## config.mk

```make
export PLATFORM = sky130hd
export DESIGN_NAME = uart_word_tx
export DESIGN_NICKNAME = d
export VERILOG_FILES = /design/src/rtl/uart_word_tx.sv
export SDC_FILE = /design/constraint.sdc
export NUM_CORES = 1
export LEC_CHECK = 0
export ABC_CLOCK_PERIOD_IN_PS = 5000
export BUFFER_PORTS_ARGS = -buffer_cell sky130_fd_sc_hd__buf_4
export CAP_MARGIN = 20
export CELL_PAD_IN_SITES_DETAIL_PLACEMENT = 0
export CELL_PAD_IN_SITES_GLOBAL_PLACEMENT = 2
export CORE_ASPECT_RATIO = 1.25
export CORE_UTILIZATION = 36
export CTS_CLUSTER_SIZE = 16
export DETAILED_ROUTE_END_ITERATION = 8
export GPL_ROUTABILITY_DRIVEN = 0
export HOLD_SLACK_MARGIN = 0.05
export PLACE_DENSITY = 0.77
export SLEW_MARGIN = 25
export SYNTH_ARGS = -nofsm -noshare
export SYNTH_HDL_FRONTEND = slang
export SYNTH_SLANG_ARGS = --single-unit
```

## constraint.sdc

```tcl
create_clock -name Clk -period 5 [get_ports Clk]
set_input_delay 1 -clock Clk [delete_from_list [all_inputs] [get_ports Clk]]
set_output_delay 1 -clock Clk [all_outputs]
set_load 0.02 [all_outputs]
```

## src/rtl/uart_word_tx.sv

```systemverilog
// uart_word_tx -- transmit side of the UART word link.
// Sends a DATA_WIDTH-bit word as DATA_WIDTH/8 back-to-back 8N1 frames.
// Ports:
//   Clk        system clock (rising edge)
//   Rst        synchronous, active-high reset
//   data       word to send, sampled on the accept cycle only
//   send_en    start request, accepted only while idle
//   Baud_Set   rate select: 0=9600 1=19200 2=38400 3=57600 4..7=115200
//   uart_tx    serial line, idle high, driven straight from a flop
//   Tx_Done    one-cycle pulse after the final stop bit of the word
//   uart_state 1 while a word is in flight
module uart_word_tx #(
  parameter int unsigned DATA_WIDTH = 8,
  parameter bit          MSB_FIRST  = 1'b0,
  parameter int unsigned CLK_HZ     = 50_000_000
) (
  input  logic                  Clk,
  input  logic                  Rst,
  input  logic [DATA_WIDTH-1:0] data,
  input  logic                  send_en,
  input  logic [2:0]            Baud_Set,
  output logic                  uart_tx,
  output logic                  Tx_Done,
  output logic                  uart_state
);

  localparam int unsigned NB    = DATA_WIDTH / 8;
  localparam int unsigned BI_W  = (NB > 1) ? $clog2(NB) : 1;
  localparam int unsigned CNT_W = $clog2(CLK_HZ / 9600 + 1);

  localparam logic [CNT_W-1:0] DIV_9600   = CNT_W'(CLK_HZ / 9600);
  localparam logic [CNT_W-1:0] DIV_19200  = CNT_W'(CLK_HZ / 19200);
  localparam logic [CNT_W-1:0] DIV_38400  = CNT_W'(CLK_HZ / 38400);
  localparam logic [CNT_W-1:0] DIV_57600  = CNT_W'(CLK_HZ / 57600);
  localparam logic [CNT_W-1:0] DIV_115200 = CNT_W'(CLK_HZ / 115200);
  localparam logic [BI_W-1:0]  LAST_IDX   = BI_W'(NB - 1);

  typedef enum logic [1:0] {
    S_IDLE,
    S_START,
    S_DATA,
    S_STOP
  } state_e;

  state_e                  state_q, state_d;
  logic [CNT_W-1:0]        cnt_q, cnt_d;
  logic [CNT_W-1:0]        div_q, div_d;
  logic [2:0]              bit_idx_q, bit_idx_d;
  logic [BI_W-1:0]         byte_idx_q, byte_idx_d;
  logic [DATA_WIDTH-1:0]   word_q, word_d;
  logic                    tx_q, tx_d;
  logic                    done_q, done_d;

  logic [CNT_W-1:0]        div_sel;
  logic                    tick;
  logic [7:0]              byte_d;

  always_comb begin
    case (Baud_Set)
      3'd0:    div_sel = DIV_9600;
      3'd1:    div_sel = DIV_19200;
      3'd2:    div_sel = DIV_38400;
      3'd3:    div_sel = DIV_57600;
      default: div_sel = DIV_115200;
    endcase
  end

  always_comb begin
    state_d    = state_q;
    cnt_d      = cnt_q;
    div_d      = div_q;
    bit_idx_d  = bit_idx_q;
    byte_idx_d = byte_idx_q;
    word_d     = word_q;
    done_d     = 1'b0;

    tick = (cnt_q == div_q - CNT_W'(1));
    if (state_q != S_IDLE) begin
      cnt_d = tick ? '0 : cnt_q + CNT_W'(1);
    end

    case (state_q)
      S_IDLE: begin
        cnt_d = '0;
        if (send_en) begin
          word_d     = data;
          div_d      = div_sel;
          byte_idx_d = '0;
          bit_idx_d  = '0;
          state_d    = S_START;
        end
      end
      S_START: begin
        if (tick) begin
          state_d   = S_DATA;
          bit_idx_d = '0;
        end
      end
      S_DATA: begin
        if (tick) begin
          if (bit_idx_q == 3'd7) begin
            state_d = S_STOP;
          end else begin
            bit_idx_d = bit_idx_q + 3'd1;
          end
        end
      end
      S_STOP: begin
        if (tick) begin
          if (byte_idx_q != LAST_IDX) begin
            // Shift the next byte into the transmit slot; the start bit
            // follows the stop bit with no idle gap.
            byte_idx_d = byte_idx_q + BI_W'(1);
            word_d     = MSB_FIRST ? (word_q << 8) : (word_q >> 8);
            state_d    = S_START;
          end else begin
            state_d = S_IDLE;
            done_d  = 1'b1;
          end
        end
      end
      default: state_d = S_IDLE;
    endcase

    // Line level is computed from the next state so uart_tx is a plain flop.
    byte_d = MSB_FIRST ? word_d[DATA_WIDTH-1 -: 8] : word_d[7:0];
    case (state_d)
      S_START: tx_d = 1'b0;
      S_DATA:  tx_d = byte_d[bit_idx_d];
      default: tx_d = 1'b1;
    endcase
  end

  always_ff @(posedge Clk) begin
    if (Rst) begin
      state_q    <= S_IDLE;
      cnt_q      <= '0;
      div_q      <= '0;
      bit_idx_q  <= '0;
      byte_idx_q <= '0;
      word_q     <= '0;
      tx_q       <= 1'b1;
      done_q     <= 1'b0;
    end else begin
      state_q    <= state_d;
      cnt_q      <= cnt_d;
      div_q      <= div_d;
      bit_idx_q  <= bit_idx_d;
      byte_idx_q <= byte_idx_d;
      word_q     <= word_d;
      tx_q       <= tx_d;
      done_q     <= done_d;
    end
  end

  assign uart_tx    = tx_q;
  assign Tx_Done    = done_q;
  assign uart_state = (state_q != S_IDLE);

endmodule

```

==> results_dict.tcl <==
set metrics [dict create \
    synth.distinct_cells 57 \
    ys_seq_area_share_pct 34.8 \
    critPathKind "reg2reg" \
    synth-async-reset-ratio_pct 0 \
    finalSetupViolations 0 \
    die_h_um 91.4 \
    startpoint_type "flop" \
    clock_sinks 40 \
    met1_usage_pct 22.1 \
    syn_nets 295 \
    dr.pass1.iters 4 \
    ys_ff_latch 40 \
    arrival_ns 4.42 \
    synth_ff_type "dfxtp_1" \
    status "completed" \
    clkTransAtPathRegs_ns 0.09 \
    dpl.cell_count 362 \
    setup_tns_ns 0 \
    critPathTopFamily "simple AND/OR/NAND/NOR gates" \
    grt_busiest_layer "met2" \
    synth_area_um2 2300 \
    worstPathMaxFanout 8 \
    dp_hpwl_um 4150 \
    hp-class "reg2reg" \
    slew_headroom_pct 61.8 \
    drive_gt1_share_pct 11.6 \
    wire_per_inst_um 14.7 \
    p_leak_nw 0.945 \
    grt_pass1_wl_um 9100 \
    max_cap_violations 0 \
    max_freq_mhz 236 \
    gr-total-overflow 0 \
    syn_inst 273 \
    fin_crit_ns 4.24 \
    whs_path_depth 1 \
    hold_buffers 0 \
    synth_area_per_cell_um2 8.43 \
    met2_usage_pct 30.4 \
    ios 17 \
    rsz0062_at_grt "no" \
    syn_to_final_growth_pct 12.1 \
    gr-usage-met3_pct 2.66 \
    numCtsBuffers 5 \
    grt_pass1_vias 1900 \
    drc_errors 0 \
    hold_viol 0 \
    grt_max_degree 30 \
    critical_path_buf_inv_count 1 \
    drtIter0Drc 118 \
    crit_path_top_delay_cell "or4b_1" \
    clock_skew_ns 0.0101 \
    instances_no_fill 370 \
    required_ns 5.17 \
    synth-edff-count 0 \
    dieArea_um2 6720 \
    ant_nets 0 \
    path_depth 16 \
    cts_root_buffer "clkbuf_8" \
    num_vias 1933 \
    avgViaCountPerCell 5.22 \
    nNetsFinal 306 \
    initial_core_util_pct 37.3 \
    worst_pin_slew_ns 0.571 \
    port_buffers 16 \
    slew_viol_final 0 \
    drt-total-wl_um 5450 \
    postCtsSetupRepairBufs 0 \
    slowest_delay_ns 0.47 \
    mostFrequentLayoutCells "47 x nor2_1, 40 x dfxtp_1, 16 x buf_4, 11 x xnor2_1" \
    core-area_um2 6170 \
    antenna_found_initial 0 \
    grt_usage_pct 17.8 \
    crit_chain "inv_1 -> ha_1 -> or3b_1 -> or4_1 -> a211oi_1 -> or2_1 -> nand3_1 -> a211oi_1 -> a21oi_1 -> nor2_1 -> a21oi_1 -> ha_1 -> nor2_1 -> or4b_1 -> a211oi_2 -> a211oi_2" \
    crit_path_end_kind "flop" \
    final_common_cell "nor2_1" \
    n_antenna_cell 0 \
    core.rowCount 32 \
    fin_crit_sh_pct 84.9 \
    die_width_um 73.5 \
    clock_latency_ns 0.29 \
    cts.repair.resized 0 \
    power_density_nw_per_um2 296 \
    power_w 0.000763 \
    tritoncts "built" \
    finish.utilization_pct 41.8 \
    yosysWarnings 0 \
    ir_drop_mv 0.153 \
    htree_levels 2 \
    cts.path.max_buffers 2 \
    rr_worst_depth 16 \
]
==> power by group <==
group          internal [W]  switching [W]
combinational     0.0000652      0.0000860
clock              0.000148       0.000117
sequential         0.000332      0.0000149
total              0.000545       0.000218
==> cell usage after synthesis (5+ instances only) <==
master	n	share of area (%)
nor2_1	47	7.7
a211oi_1	9	2.9
xnor2_1	11	4.2
clkbuf_1	7	1.1
inv_1	10	1.6
nand3_1	9	2.0
dfxtp_1	40	35
a22oi_1	8	2.6
ha_1	8	4.4
and3_1	7	1.9
nor4_1	5	1.4
nand2b_1	5	1.4
nor3_1	10	2.2
nor2b_1	8	2.2
nand2_1	9	1.5
xor2_1	10	3.8
a21oi_1	9	2.0
==> stage by stage <==
stage,instance area (µm²),worst slack (ns),hold slack (ns)
floorplan,2300,1.21,0.437
global placement,2470,0.865,0.472
detailed placement,2470,0.762,0.480
CTS,2580,0.732,0.499
global route,2580,0.289,0.531
finish,2580,0.757,0.491
==> logic make-up (layout without fill, tap and decap cells) <==
| group | after synthesis | in the layout | synth area share (%) |
|---|---|---|---|
| simple gates | 124 | 124 | 28.4 |
| compound gates | 55 | 55 | 19.0 |
| flops | 40 | 40 | 34.8 |
| buf+inv | 22 | 34 | 4.19 |
| xor+xnor | 21 | 21 | 7.99 |
| fa+ha+maj | 8 | 8 | 4.35 |
| mux | 3 | 3 | 1.31 |
==> per-layer routing <==
layer | vias to the layer above | share of wire, % | routed length [µm]
met5 | - | 0 | 0
met4 | 0 | 1.6 | 89
met3 | 8 | 1.8 | 98
met2 | 21 | 52 | 2820
met1 | 895 | 45 | 2450
li1 | 1009 | - | -
==> flip-flops by register name, summed over array words and instances, names as in the netlist <==
name,cells
uart_tx,1
bit_idx_q,3
word_q,8
div_q,12
state_q,2
Tx_Done,1
cnt_q,13
==> worst reg2reg max path, cell delays in order (launching register included) <==
cell	delay, ns
dfxtp_1	0.36
inv_1	0.09
ha_1	0.26
or3b_1	0.46
or4_1	0.42
a211oi_1	0.34
or2_1	0.21
nand3_1	0.25
a211oi_1	0.31
a21oi_1	0.06
nor2_1	0.13
a21oi_1	0.06
ha_1	0.30
nor2_1	0.17
or4b_1	0.47
a211oi_2	0.18
a211oi_2	0.04
==> final timing paths <==
kind,start,endpoint,slack [ns]
max reg2reg,div_q[1],uart_tx,0.76
max,div_q[1],uart_tx,0.76
min,cnt_q[0],cnt_q[0],0.49
min reg2reg,cnt_q[0],cnt_q[0],0.49
==> final cells by class <==
cell class / instances / area [µm²]
tap: 85 / 106
clock buffer: 5 / 68.8
inverter: 10 / 37.5
sequential: 40 / 801
clock inverter: 3 / 42.5
fill: 671 / 3590
timing repair buffer: 16 / 120
multi-input combinational: 211 / 1400
No activity file was read; power rests on OpenSTA's default activity.
